$ cat config.mk
export PLATFORM = sky130hd
export DESIGN_NAME = in_collect
export DESIGN_NICKNAME = d
export VERILOG_FILES = /design/src/rtl/iot_pkg.sv /design/src/rtl/in_shift16.sv /design/src/rtl/in_collect.sv
export SDC_FILE = /design/constraint.sdc
export NUM_CORES = 1
export LEC_CHECK = 0
export BUFFER_PORTS_ARGS = -buffer_cell sky130_fd_sc_hd__buf_2
export CORE_ASPECT_RATIO = 0.7
export CORE_MARGIN = 2
export CORE_UTILIZATION = 33
export DETAILED_ROUTE_END_ITERATION = 6
export GPL_ROUTABILITY_DRIVEN = 0
export PLACE_DENSITY_LB_ADDON = 0.08
export SYNTH_ARGS = -nofsm -noshare
export SYNTH_HDL_FRONTEND = slang
export SYNTH_SLANG_ARGS = --single-unit
export TNS_END_PERCENT = 1
$ cat constraint.sdc
create_clock -name clk -period 3.9 [get_ports clk]
set_input_delay 0.195 -clock clk [delete_from_list [all_inputs] [get_ports clk]]
set_output_delay 0.195 -clock clk [all_outputs]
set_load 0.03 [all_outputs]
$ cat src/rtl/iot_pkg.sv
// Shared definitions for the IoT input collector and its output stage.
package iot_pkg;

  localparam int unsigned WORD_W         = 128;
  localparam int unsigned BYTE_W         = 8;
  localparam int unsigned BYTES_PER_WORD = WORD_W / BYTE_W;
  localparam int unsigned STATE_W        = 3;

  typedef enum logic [STATE_W-1:0] {
    ST_IDLE = 3'b000,
    ST_LOAD = 3'b001,
    ST_OUT  = 3'b010,
    ST_DONE = 3'b011
  } state_e;

endpackage

$ cat src/rtl/in_shift16.sv
// MSB-first byte shift register with a 0..15 byte-in-word counter.
// Returns the assembled word and its completion strobe combinationally.
module in_shift16
  import iot_pkg::*;
(
  input  logic              clk,
  input  logic              rst,
  input  logic              shift_en_i,
  input  logic [BYTE_W-1:0] byte_i,
  output logic [WORD_W-1:0] word_c_o,
  output logic              word_done_c_o
);

  localparam int unsigned SR_W  = WORD_W - BYTE_W;
  localparam int unsigned CNT_W = $clog2(BYTES_PER_WORD);

  logic [SR_W-1:0]  sr_q, sr_d;
  logic [CNT_W-1:0] cnt_q, cnt_d;

  // The 16th byte completes the word in the same cycle it is presented.
  assign word_c_o      = {sr_q, byte_i};
  assign word_done_c_o = shift_en_i && (cnt_q == CNT_W'(BYTES_PER_WORD - 1));

  always_comb begin
    sr_d  = sr_q;
    cnt_d = cnt_q;
    if (shift_en_i) begin
      sr_d  = word_c_o[SR_W-1:0];
      cnt_d = cnt_q + CNT_W'(1);
    end
  end

  always_ff @(posedge clk) begin
    if (!rst) begin
      sr_q  <= '0;
      cnt_q <= '0;
    end else begin
      sr_q  <= sr_d;
      cnt_q <= cnt_d;
    end
  end

endmodule

$ cat src/rtl/in_collect.sv
// Byte-to-128-bit word collector with round handoff (OUT) and end-of-run DONE.
// Optional macro IN_COLLECT_ERR_EN enables sticky detection of bytes sent while busy.
module in_collect
  import iot_pkg::*;
#(
  parameter int unsigned WORDS_PER_RND = 8,
  parameter int unsigned OUT_CYC       = 2,
  parameter int unsigned TOTAL_WORDS   = 48
) (
  input  logic               clk,
  input  logic               rst,
  input  logic [BYTE_W-1:0]  iot_in,
  input  logic               in_en,
  output logic               busy,
  output logic [WORD_W-1:0]  data,
  output logic               data_vld,
  output logic [7:0]         cycle_cnt,
  output logic [5:0]         cnt,
  output logic [STATE_W-1:0] state,
  output logic               err
);

  localparam int unsigned CYC_W    = 8;
  localparam int unsigned CNT_W    = 6;
  localparam int unsigned OUT_W    = (OUT_CYC > 1) ? $clog2(OUT_CYC) : 1;
  localparam int unsigned RND_LAST = WORDS_PER_RND * BYTES_PER_WORD - 1;

  state_e             state_q, state_d;
  logic               busy_q, busy_d;
  logic [WORD_W-1:0]  data_q, data_d;
  logic               vld_q, vld_d;
  logic [CYC_W-1:0]   cyc_q, cyc_d;
  logic [CNT_W-1:0]   cnt_q, cnt_d;
  logic [OUT_W-1:0]   out_q, out_d;

  logic               accept_c;
  logic               word_done_c;
  logic [WORD_W-1:0]  word_c;

  assign accept_c = in_en && !busy_q && ((state_q == ST_IDLE) || (state_q == ST_LOAD));

  in_shift16 u_shift (
    .clk           (clk),
    .rst           (rst),
    .shift_en_i    (accept_c),
    .byte_i        (iot_in),
    .word_c_o      (word_c),
    .word_done_c_o (word_done_c)
  );

  // Next-state, counters and handoff control.
  always_comb begin
    state_d = state_q;
    data_d  = data_q;
    vld_d   = 1'b0;
    cyc_d   = cyc_q;
    cnt_d   = cnt_q;
    out_d   = out_q;

    case (state_q)
      ST_IDLE: if (accept_c) state_d = ST_LOAD;
      ST_LOAD: ;
      ST_OUT: begin
        if (out_q == OUT_W'(OUT_CYC - 1)) begin
          state_d = (cnt_q == CNT_W'(TOTAL_WORDS)) ? ST_DONE : ST_LOAD;
        end else begin
          out_d = out_q + OUT_W'(1);
        end
      end
      ST_DONE: ;
      default: state_d = ST_IDLE;
    endcase

    if (accept_c) begin
      cyc_d = cyc_q + CYC_W'(1);
      if (word_done_c) begin
        data_d = word_c;
        vld_d  = 1'b1;
        cnt_d  = cnt_q + CNT_W'(1);
        if (cyc_q == CYC_W'(RND_LAST)) begin
          cyc_d   = '0;
          out_d   = '0;
          state_d = ST_OUT;
        end
      end
    end

    busy_d = (state_d == ST_OUT) || (state_d == ST_DONE);
  end

  always_ff @(posedge clk) begin
    if (!rst) begin
      state_q <= ST_IDLE;
      busy_q  <= 1'b0;
      data_q  <= '0;
      vld_q   <= 1'b0;
      cyc_q   <= '0;
      cnt_q   <= '0;
      out_q   <= '0;
    end else begin
      state_q <= state_d;
      busy_q  <= busy_d;
      data_q  <= data_d;
      vld_q   <= vld_d;
      cyc_q   <= cyc_d;
      cnt_q   <= cnt_d;
      out_q   <= out_d;
    end
  end

`ifdef IN_COLLECT_ERR_EN
  logic err_q;

  always_ff @(posedge clk) begin
    if (!rst) begin
      err_q <= 1'b0;
    end else if (in_en && busy_q) begin
      err_q <= 1'b1;
    end
  end

  assign err = err_q;
`else
  assign err = 1'b0;
`endif

  assign busy      = busy_q;
  assign data      = data_q;
  assign data_vld  = vld_q;
  assign cycle_cnt = cyc_q;
  assign cnt       = cnt_q;
  assign state     = state_q;

endmodule

==> results.sh <==
export IMPL_vias=8844
export IMPL_clk_latency_ps=550
export IMPL_wl_per_cell_um=17.1
export IMPL_dieArea_um2=31500
export IMPL_clkTransAtPathRegs_ps=60
export IMPL_core_um2=29800
export IMPL_placed_cells=1666
export IMPL_start_util=0.333
export IMPL_h_tree_depth=1
export IMPL_tightest_slew_ps=1120
export IMPL_hold_viol=0
export IMPL_netlist_area_um2=9930
export IMPL_fmax_mhz=437
export IMPL_finalPower_mw=5.72
export IMPL_setup_worst_path_end_class="flop"
export IMPL_start_kind="flop"
export IMPL_synth_ff_type="dfxtp_1"
export IMPL_pwr_share_seq=0.489
export IMPL_grt_setup_unrepaired="false"
export IMPL_yosys_warnings=0
export IMPL_fin_crit_sh=0.587
export IMPL_antenna_cells=0
export IMPL_switching_share=0.227
export IMPL_clockRootBuffer="clkbuf_16"
export IMPL_drv_slew=0
export IMPL_cts_resized_gates=0
export IMPL_synth_top_area_share=0.549
export IMPL_setup_viol=0
export IMPL_synthArstFlopShare=0
export IMPL_syn_avg_cell_area_um2=8.09
export IMPL_synth_most_common_cell="dfxtp_1"
export IMPL_switching_power_mw=1.30
export IMPL_die_height_um=149
export IMPL_placed_area_um2=10900
export IMPL_internal_power_mw=4.42
export IMPL_synth_cell_type_count=35
export IMPL_drv_cap=0
export IMPL_ant_nets=0
export IMPL_seq_area_frac_synth=0.549
export IMPL_drc=0
export IMPL_die_w_um=211
export IMPL_ys_ff_latch=272
export IMPL_fin_skew_ps=7.99
export IMPL_first_pass_iters=6
export IMPL_dpl_hpwl_mm=17.4
export IMPL_min_period_ps=2290
export IMPL_grt_pass1_wl_mm=46.4
export IMPL_hold_class="in -> reg"
export IMPL_synth_edf_count=0
export IMPL_nNetsFinal=1335
export IMPL_drive_gt1_frac=0.166
export IMPL_synth_area_leader_cell="dfxtp_1"
export IMPL_port_buffers=157
export IMPL_outcome="finished clean"
export IMPL_wirelength_mm=29.4
export IMPL_arrival_ps=2760
export IMPL_powerDensity_nw_per_um2=478
export IMPL_timing_hold_ws_ps=58.4
export IMPL_antenna_found_initial=0
export IMPL_p_comb_frac=0.033
export IMPL_criticalPathCategory="reg -> reg"
export IMPL_grt_max_degree=140
export IMPL_cts_inserted_buffers=29
export IMPL_finalSetupTns_ps=0
export IMPL_synthTopCellsByCount="272 x dfxtp_1, 260 x a21oi_1, 248 x nand2_1, 138 x nand3_1, 135 x o21ai_0"
export IMPL_grt_use_total=0.182
export IMPL_synthTopCellsByArea="dfxtp_1 55%, a21oi_1 13%, nand2_1 9.4%"
export IMPL_maxSlewHeadroom=0.254
export IMPL_netlist_instances=1227
export IMPL_p_leak_nw=4.31
export IMPL_row_count=53
export IMPL_io_pins=159
export IMPL_clkPwrFrac=0.478
export IMPL_overflow=0
export IMPL_cts_tree="built"
export IMPL_cts_sinks=272
export IMPL_ir_drop_uv=267
export IMPL_drt_iter0_drc=647
export IMPL_vias_per_cell=5.13
export IMPL_path_max_fanout=65
export IMPL_design_area_um2=12000
export IMPL_fin_cells=1725
export IMPL_areaGrowthSynthToFinish_pct=20.5
export IMPL_cp_required_ps=4380
export IMPL_grt_pass1_vias=8050
export IMPL_clockBufferDepth=3
## kinds of logic (layout without fill, tap and decap cells)
| logic type | count (synthesis) | after routing | share of synthesized area |
|---|---|---|---|
| XOR/XNOR | 2 | 2 | 0.00177 |
| buffers and inverters | 123 | 235 | 0.0485 |
| AND/OR/NAND/NOR | 417 | 417 | 0.184 |
| AO/OA/AOI/OAI | 406 | 406 | 0.210 |
| other | 1 | 2 | 0.000378 |
| adder cells (fa/ha/maj) | 4 | 4 | 0.00504 |
| multiplexers | 2 | 2 | 0.00202 |
| flip-flops | 272 | 272 | 0.549 |
## metrics by stage
step / util / setup WS [ps]
floorplan: - / 1870
global placement: 0.368 / 1630
detailed placement: 0.368 / 1630
CTS: 0.402 / 1600
global route: 0.402 / 1420
finish: 0.402 / 1610
## state kept, by name (all words and copies together), names as in the netlist
signal and cells:
busy 1, cnt 6, cycle_cnt 8, data 128
data_vld 1, out_q 1, state 3, u_shift.cnt_q 4
u_shift.sr_q 120
## final cells by class
| cell class | instances | area (um^2) |
|---|---|---|
| Fill cell | 3072 | 17800 |
| Sequential cell | 272 | 5450 |
| Multi-Input combinational cell | 833 | 4030 |
| Timing Repair Buffer | 179 | 1050 |
| Clock buffer | 43 | 868 |
| Tap cell | 385 | 482 |
| Clock inverter | 8 | 68.8 |
| Inverter | 5 | 26.3 |
## power groups by stage
stage               combinational, mW  clock, mW  sequential (mW)
floorplan                       0.127          0             2.86
global placement                0.186          0             2.86
detailed placement              0.185          0             2.86
CTS                             0.191       2.82             2.80
global route                    0.208       2.94             2.80
finish                          0.188       2.74             2.80
## timing repair
item                      4_1_cts  5_1_grt
hold endpoints to repair       16        0
hold buffers                    8        0
buffers inserted                0        0
## routing by layer
metal | vias to the layer above | share of wire | GRT usage
met3 | 25 | 0.054 | 0.0408
li1 | 4400 | - | -
met4 | 0 | 0.013 | 0.0320
met2 | 175 | 0.39 | 0.245
met5 | - | 0 | 0
met1 | 4244 | 0.54 | 0.293
## critical path: stages (launching register included)
cell	delay (ps)
dfxtp_1	370
or4b_4	880
buf_4	400
or3_1	360
a21oi_1	140
## layout by cell type, fill, tap and decap left out, types with 2 or more instances in the layout
cell and n:
xnor2_1 2, buf_12 6, ha_1 4, or4_1 4
nand3_1 137, dlygate4sd3_1 8, or3_1 5, a21oi_1 260
nand3b_1 2, o31ai_1 3, inv_1 4, conb_1 2
buf_4 8, clkbuf_1 5, clkbuf_8 9, o41ai_1 2
mux2i_1 2, o21ai_0 135, nor2_1 5, o311ai_1 2
nor3_1 2, nand4_1 2, clkinv_2 6, nand2_1 248
dfxtp_1 272, clkbuf_16 29, a31oi_1 2, buf_2 157
nand2b_1 5
## final timing paths
kind / from / end / slack, ps / depth (start not counted)
min: rst / cnt[5] / 60 / 3
max reg2reg: state[1] / cycle_cnt[2] / 1610 / 4
min reg2reg: u_shift.sr_q[118] / u_shift.sr_q[118] / 460 / 2
max: state[1] / cycle_cnt[2] / 1610 / 4
Note: power is estimated with default switching activity, not from simulation.
